===== src/rtl/i2c_bus_arbiter.sv =====
// i2c_bus_arbiter
// Shares one I2C master pin path between two transaction engines. Ownership is
// granted round-robin once the bus has been quiet for IDLE_CYCLES cycles, held
// until the owner drops its request, and forcibly revoked after TIMEOUT cycles.
// A requester that was revoked must drop its request before it is eligible again.
// sel steers the SDA/SCL muxes: 1 routes requester 0, 0 routes requester 1.

module i2c_bus_arbiter #(
    parameter int IDLE_CYCLES = 8,
    parameter int TIMEOUT     = 1024
) (
    input  logic clk,
    input  logic rst_n,
    input  logic req0,
    input  logic req1,
    input  logic scl_in,
    input  logic sda_in,
    output logic gnt0,
    output logic gnt1,
    output logic sel,
    output logic busy,
    output logic timeout_err
);

    localparam int IDLE_W = $clog2(IDLE_CYCLES + 1);
    localparam int HOLD_W = $clog2(TIMEOUT);

    localparam logic [IDLE_W-1:0] IDLE_MAX  = IDLE_W'(IDLE_CYCLES);
    localparam logic [IDLE_W-1:0] IDLE_ONE  = IDLE_W'(1);
    localparam logic [IDLE_W-1:0] IDLE_ZERO = IDLE_W'(0);
    localparam logic [HOLD_W-1:0] HOLD_LAST = HOLD_W'(TIMEOUT - 1);
    localparam logic [HOLD_W-1:0] HOLD_ONE  = HOLD_W'(1);
    localparam logic [HOLD_W-1:0] HOLD_ZERO = HOLD_W'(0);

    localparam logic [1:0] ST_IDLE = 2'd0;
    localparam logic [1:0] ST_OWN0 = 2'd1;
    localparam logic [1:0] ST_OWN1 = 2'd2;

    // state registers
    logic [1:0]        state_r;
    logic [IDLE_W-1:0] idle_cnt_r;
    logic [HOLD_W-1:0] hold_cnt_r;
    logic              last_r;      // index of the most recent owner
    logic              lock0_r;
    logic              lock1_r;
    logic              gnt0_r;
    logic              gnt1_r;
    logic              sel_r;
    logic              busy_r;
    logic              err_r;

    // next-state values
    logic [1:0]        state_next_s;
    logic [IDLE_W-1:0] idle_next_s;
    logic [HOLD_W-1:0] hold_next_s;
    logic              last_next_s;
    logic              lock0_next_s;
    logic              lock1_next_s;
    logic              gnt0_next_s;
    logic              gnt1_next_s;
    logic              sel_next_s;
    logic              busy_next_s;
    logic              err_next_s;

    logic              bus_free_s;
    logic              elig0_s;
    logic              elig1_s;

    assign bus_free_s = (idle_cnt_r == IDLE_MAX);
    assign elig0_s    = req0 & ~lock0_r;
    assign elig1_s    = req1 & ~lock1_r;

    // Arbitration, guard-time and hold-timeout next-state logic
    always_comb begin
        state_next_s = state_r;
        hold_next_s  = hold_cnt_r;
        last_next_s  = last_r;
        lock0_next_s = lock0_r & req0;   // a dropped request clears its lock
        lock1_next_s = lock1_r & req1;
        gnt0_next_s  = gnt0_r;
        gnt1_next_s  = gnt1_r;
        sel_next_s   = sel_r;
        err_next_s   = 1'b0;

        // Quiet-bus counter: saturates once the guard time is met
        if (scl_in & sda_in) begin
            if (bus_free_s) begin
                idle_next_s = idle_cnt_r;
            end else begin
                idle_next_s = idle_cnt_r + IDLE_ONE;
            end
        end else begin
            idle_next_s = IDLE_ZERO;
        end

        case (state_r)
            ST_IDLE: begin
                // When both are eligible, favour the one that did not own last
                if (bus_free_s && elig0_s && (!elig1_s || last_r)) begin
                    state_next_s = ST_OWN0;
                    gnt0_next_s  = 1'b1;
                    sel_next_s   = 1'b1;
                    hold_next_s  = HOLD_ZERO;
                end else if (bus_free_s && elig1_s) begin
                    state_next_s = ST_OWN1;
                    gnt1_next_s  = 1'b1;
                    sel_next_s   = 1'b0;
                    hold_next_s  = HOLD_ZERO;
                end else begin
                    state_next_s = ST_IDLE;
                end
            end
            ST_OWN0: begin
                if (!req0) begin
                    state_next_s = ST_IDLE;
                    gnt0_next_s  = 1'b0;
                    last_next_s  = 1'b0;
                    idle_next_s  = IDLE_ZERO;
                end else if (hold_cnt_r == HOLD_LAST) begin
                    state_next_s = ST_IDLE;
                    gnt0_next_s  = 1'b0;
                    last_next_s  = 1'b0;
                    lock0_next_s = 1'b1;
                    err_next_s   = 1'b1;
                    idle_next_s  = IDLE_ZERO;
                end else begin
                    hold_next_s  = hold_cnt_r + HOLD_ONE;
                end
            end
            ST_OWN1: begin
                if (!req1) begin
                    state_next_s = ST_IDLE;
                    gnt1_next_s  = 1'b0;
                    last_next_s  = 1'b1;
                    idle_next_s  = IDLE_ZERO;
                end else if (hold_cnt_r == HOLD_LAST) begin
                    state_next_s = ST_IDLE;
                    gnt1_next_s  = 1'b0;
                    last_next_s  = 1'b1;
                    lock1_next_s = 1'b1;
                    err_next_s   = 1'b1;
                    idle_next_s  = IDLE_ZERO;
                end else begin
                    hold_next_s  = hold_cnt_r + HOLD_ONE;
                end
            end
            default: begin
                // Unreachable encoding: drop any grant and return to idle
                state_next_s = ST_IDLE;
                gnt0_next_s  = 1'b0;
                gnt1_next_s  = 1'b0;
            end
        endcase

        busy_next_s = gnt0_next_s | gnt1_next_s;
    end

    // State and output registers with asynchronous reset
    always_ff @(posedge clk or negedge rst_n) begin
        if (!rst_n) begin
            state_r    <= ST_IDLE;
            idle_cnt_r <= IDLE_ZERO;
            hold_cnt_r <= HOLD_ZERO;
            last_r     <= 1'b1;
            lock0_r    <= 1'b0;
            lock1_r    <= 1'b0;
            gnt0_r     <= 1'b0;
            gnt1_r     <= 1'b0;
            sel_r      <= 1'b1;
            busy_r     <= 1'b0;
            err_r      <= 1'b0;
        end else begin
            state_r    <= state_next_s;
            idle_cnt_r <= idle_next_s;
            hold_cnt_r <= hold_next_s;
            last_r     <= last_next_s;
            lock0_r    <= lock0_next_s;
            lock1_r    <= lock1_next_s;
            gnt0_r     <= gnt0_next_s;
            gnt1_r     <= gnt1_next_s;
            sel_r      <= sel_next_s;
            busy_r     <= busy_next_s;
            err_r      <= err_next_s;
        end
    end

    assign gnt0        = gnt0_r;
    assign gnt1        = gnt1_r;
    assign sel         = sel_r;
    assign busy        = busy_r;
    assign timeout_err = err_r;

endmodule


===== config.mk =====
export PLATFORM = sky130hd
export DESIGN_NAME = i2c_bus_arbiter
export DESIGN_NICKNAME = d
export VERILOG_FILES = /design/src/rtl/i2c_bus_arbiter.sv
export SDC_FILE = /design/constraint.sdc
export NUM_CORES = 1
export LEC_CHECK = 0
export ABC_AREA = 1
export CAP_MARGIN = 0
export CORE_MARGIN = 1
export CORE_UTILIZATION = 50
export DETAILED_ROUTE_END_ITERATION = 7
export MAX_ROUTING_LAYER = met4
export PLACE_DENSITY = 0.7
export RECOVER_POWER = 50
export SYNTH_ARGS = -nofsm -noshare
export SYNTH_HDL_FRONTEND = slang
export SYNTH_SLANG_ARGS = --single-unit

===== constraint.sdc =====
create_clock -name clk -period 2 [get_ports clk]
set_input_delay 0.4 -clock clk [delete_from_list [all_inputs] [get_ports clk]]
set_output_delay 0.4 -clock clk [all_outputs]
set_load 0.03 [all_outputs]

==> impl_metrics.csv <==
group,metric,value,unit
die,placement_rows,19,
global_route,grt_remaining_overflow,0,
routing,drt_first_pass_iters,4,
timing,maxSlewHeadroom,17.0,%
yosys,avgSynthCellArea,7.69,µm²
placement,number_of_buffers_added_on_ports,10,
cells_and_area,final_area,1630,µm²
timing,timing.clock.skew,0.00615,ns
yosys,synthDistinctLibCells,25,
timing,timing.final.crit_share,96.2,%
global_route,grtUsageMet1,26.6,%
global_route,grtUsageMet3,2.33,%
die,die_width,55.9,µm
worst_setup_path,crit_slowest_cell,"sky130_fd_sc_hd__clkdlybuf4s50_1",
timing,achievable-frequency,520,MHz
pwr,power,0.805,mW
worst_setup_path,crit_path_max_fanout,2,
job,max_cap_viol_count,0,
worst_setup_path,crit_chain,"clkdlybuf4s50_1",
clock_network,cts_max_path_buffers,2,
yosys,postSynthCellCount,189,
min_path,min-delay-path-class,"flop to flop",
global_route,grt_pass1_wl,4.99,mm
timing,setup_viol,0,
worst_setup_path,regToRegStartpoint,"hold_cnt_r[0]",
clock_network,cts_sinks,24,
cells_and_area,final_util,59.0,%
die,die-height,55.9,µm
pwr,vdd.ir_drop.worst,0.480,mV
die,floorplan.core_area,2760,µm²
worst_setup_path,path_delay_family,"buffers and inverters",
yosys,yosys_register_bits,24,
timing,transition_time_at_the_pin_with_the_least_slew_margin,1.24,ns
cells_and_area,synthToLayoutAreaGrowth,12.0,%
worst_setup_path,slowest_delay,0.66,ns
timing,finalHoldViolCount,0,
worst_setup_path,worstPathBufferInverterCount,1,
worst_setup_path,worstSetupStartpointType,"flop",
worst_setup_path,reg2reg_depth,8,
clock_network,clkSlewWorstSetupHoldPaths,0.13,ns
worst_setup_path,critPathCaptureType,"primary output",
pwr,p_per_area,495,nW/µm²
yosys,post_synth_instance_area,1450,µm²
clock_network,clock_tree_from_tritoncts,"done",
yosys,seq_area_frac_synth,41.5,%
global_route,number_of_antenna_violations_at_the_first_check_in_global_routing,0,
placement,hpwlAfterDp,2.15,mm
worst_setup_path,cp-startpoint,"sel",
clock_network,cts_inserted_buffers,3,
worst_setup_path,register_to_register_path_setup_slack,0.19,ns
cells_and_area,post_layout_nonfiller_instances,235,
clock_network,maximum_level_of_the_cts_h_tree,1,
worst_setup_path,critPathRequiredTime,1.60,ns
timing,final.min_clock_period,1.92,ns
timing,timing.setup.tns,0,ns
cells_and_area,final_nets,219,
clock_network,cts_root_buf,"sky130_fd_sc_hd__clkbuf_4",
cells_and_area,layout-drive-gt1-share,10.3,%
worst_setup_path,arrival,1.52,ns
clock_network,postCtsHoldBufs,0,
outcome,outcome,"completed",
global_route,grt_pass1_vias,1190,
timing,slew_viol_final,0,
routing,route.vias.total,1222,
clock_network,clock_latency,0.31,ns
die,initial_core_util,52.7,%
global_route,global_route.usage.met2,34.1,%
global_route,grt_start_max_net_pins,25,
pwr,p_leak,0.814,nW
die,die_area,3120,µm²
clock_network,cts_resized,0,
routing,detail_route.vias_per_cell,5.20,
yosys,ys.warnings.count,0,
timing,unrepaired_setup_endpoints_after_global_routing,"no",
die,io-pin-count,11,
routing,detail_route.iter0.violations,48,
timing,fin_hold_ws,0.479,ns
timing,layout_setup_ws,0.0761,ns
worst_setup_path,crit_path_kind,"flop to primary output",
routing,drt_wl_total,2.79,mm
routing,drc_errors,0,
placement,placement.setup.worst_slack,0.0654,ns
global_route,most_used_routing_layer_in_global_routing,"met2",
placement,gp_congestion,0.867,
routing,drt-wirelength-per-cell,11.9,µm
yosys,synth_nets,203,
placement,place_inst,231,
placement,place_area,1600,µm²
worst_setup_path,r2r-end,"idle_cnt_r[2]",
routing,ant_nets,0,
cells_and_area,num_antenna_cells,0,
worst_setup_path,critical_path.endpoint,"sel",
worst_setup_path,cp.depth,1,
clock_network,cts_post_setup_buffers_inserted,0,
global_route,global_route_usage_over_all_layers,20.6,%
==> cells in the final DEF (no fill, tap or decap) <==
cell type	synthesis	final
sky130_fd_sc_hd__nand2_1	65	65
sky130_fd_sc_hd__inv_1	23	23
sky130_fd_sc_hd__nor2_1	22	22
sky130_fd_sc_hd__dfrtp_1	22	22
sky130_fd_sc_hd__clkdlybuf4s50_1	0	9
sky130_fd_sc_hd__ha_1	8	8
sky130_fd_sc_hd__nand3_1	5	6
sky130_fd_sc_hd__a21oi_1	6	6
sky130_fd_sc_hd__xor2_1	6	6
sky130_fd_sc_hd__o21ai_0	5	5
sky130_fd_sc_hd__nor2_4	3	3
sky130_fd_sc_hd__nand2_2	3	3
sky130_fd_sc_hd__nor3_1	3	3
sky130_fd_sc_hd__clkbuf_4	0	3
sky130_fd_sc_hd__o211ai_1	2	2
sky130_fd_sc_hd__nand4_1	2	2
sky130_fd_sc_hd__nand3_2	3	2
sky130_fd_sc_hd__dfstp_2	2	2
sky130_fd_sc_hd__nand3_4	1	1
sky130_fd_sc_hd__o21ai_2	1	1
sky130_fd_sc_hd__inv_2	1	1
sky130_fd_sc_hd__nand4_2	1	1
sky130_fd_sc_hd__a211oi_1	1	1
sky130_fd_sc_hd__clkinv_1	1	1
sky130_fd_sc_hd__a211oi_2	1	1
sky130_fd_sc_hd__or2_2	1	1
sky130_fd_sc_hd__nor2_2	1	1
sky130_fd_sc_hd__clkbuf_8	0	1
sky130_fd_sc_hd__dlygate4sd3_1	0	1
sky130_fd_sc_hd__clkbuf_1	0	1
==> routing by layer <==
metal | share of wire [%] | wire length, µm
met1 | 49 | 1370
met2 | 47 | 1310
met3 | 2.7 | 75
met4 | 1.3 | 36
met5 | 0 | 0
==> final cells by class <==
class,count,area [µm²]
Fill cell,270,1130
Multi-Input combinational cell,140,751
Tap cell,31,38.8
Sequential cell,24,603
Clock buffer,4,36.3
Timing Repair Buffer,11,104
Inverter,25,93.8
==> report_power, final <==
group,switching (mW),internal [mW]
logic,0.0325,0.0215
registers,0.00458,0.493
clock network,0.142,0.111
==> worst min-delay path by stage <==
stage                 from       endpoint  slack [ns]  depth (start not counted)
floorplan            rst_n           busy        0.10                          0
global placement    last_r         last_r        0.46                          2
CTS                  rst_n  idle_cnt_r[3]        0.42                          2
detailed placement  last_r         last_r        0.46                          2
global route        last_r         last_r        0.50                          2
finish              last_r         last_r        0.48                          2
==> cells by family after synthesis <==
logic type / share of synthesized area (%)
XOR/XNOR: 3.62
adder cells (fa/ha/maj): 6.89
flip-flops: 41.5
AND/OR/NAND/NOR: 34.7
buffers and inverters: 6.46
AO/OA/AOI/OAI: 6.80
==> cells in the mapped netlist, drive strengths merged <==
master	count	area, µm²
nand3	9	72.6
xor2	6	52.6
dfstp	2	52.6
clkinv	1	3.75
a21oi	6	30.0
ha	8	100
o21ai	6	33.8
nor2	26	123
o211ai	2	15.0
inv	24	90.1
nor3	3	15.0
nand4	3	25.0
nand2	68	263
a211oi	2	20.0
or2	1	6.26
dfrtp	22	551
==> flip-flops by register name, summed over array words and instances (netlist names) <==
register,cells
busy,1
gnt0,1
gnt1,1
hold_cnt_r,10
idle_cnt_r,4
last_r,1
lock0_r,1
lock1_r,1
sel,1
state_r,2
timeout_err,1
==> worst reg2reg max path, cell delays in order, from the launching register on <==
cell and delay (ns):
sky130_fd_sc_hd__dfrtp_1 0.48, sky130_fd_sc_hd__ha_1 0.29, sky130_fd_sc_hd__nand3_4 0.13, sky130_fd_sc_hd__nor2_4 0.16
sky130_fd_sc_hd__nand3_1 0.25, sky130_fd_sc_hd__o21ai_2 0.18, sky130_fd_sc_hd__nand2_2 0.07, sky130_fd_sc_hd__nand2_2 0.10
sky130_fd_sc_hd__nor2_1 0.05
Note: power is estimated with default switching activity, not from simulation.
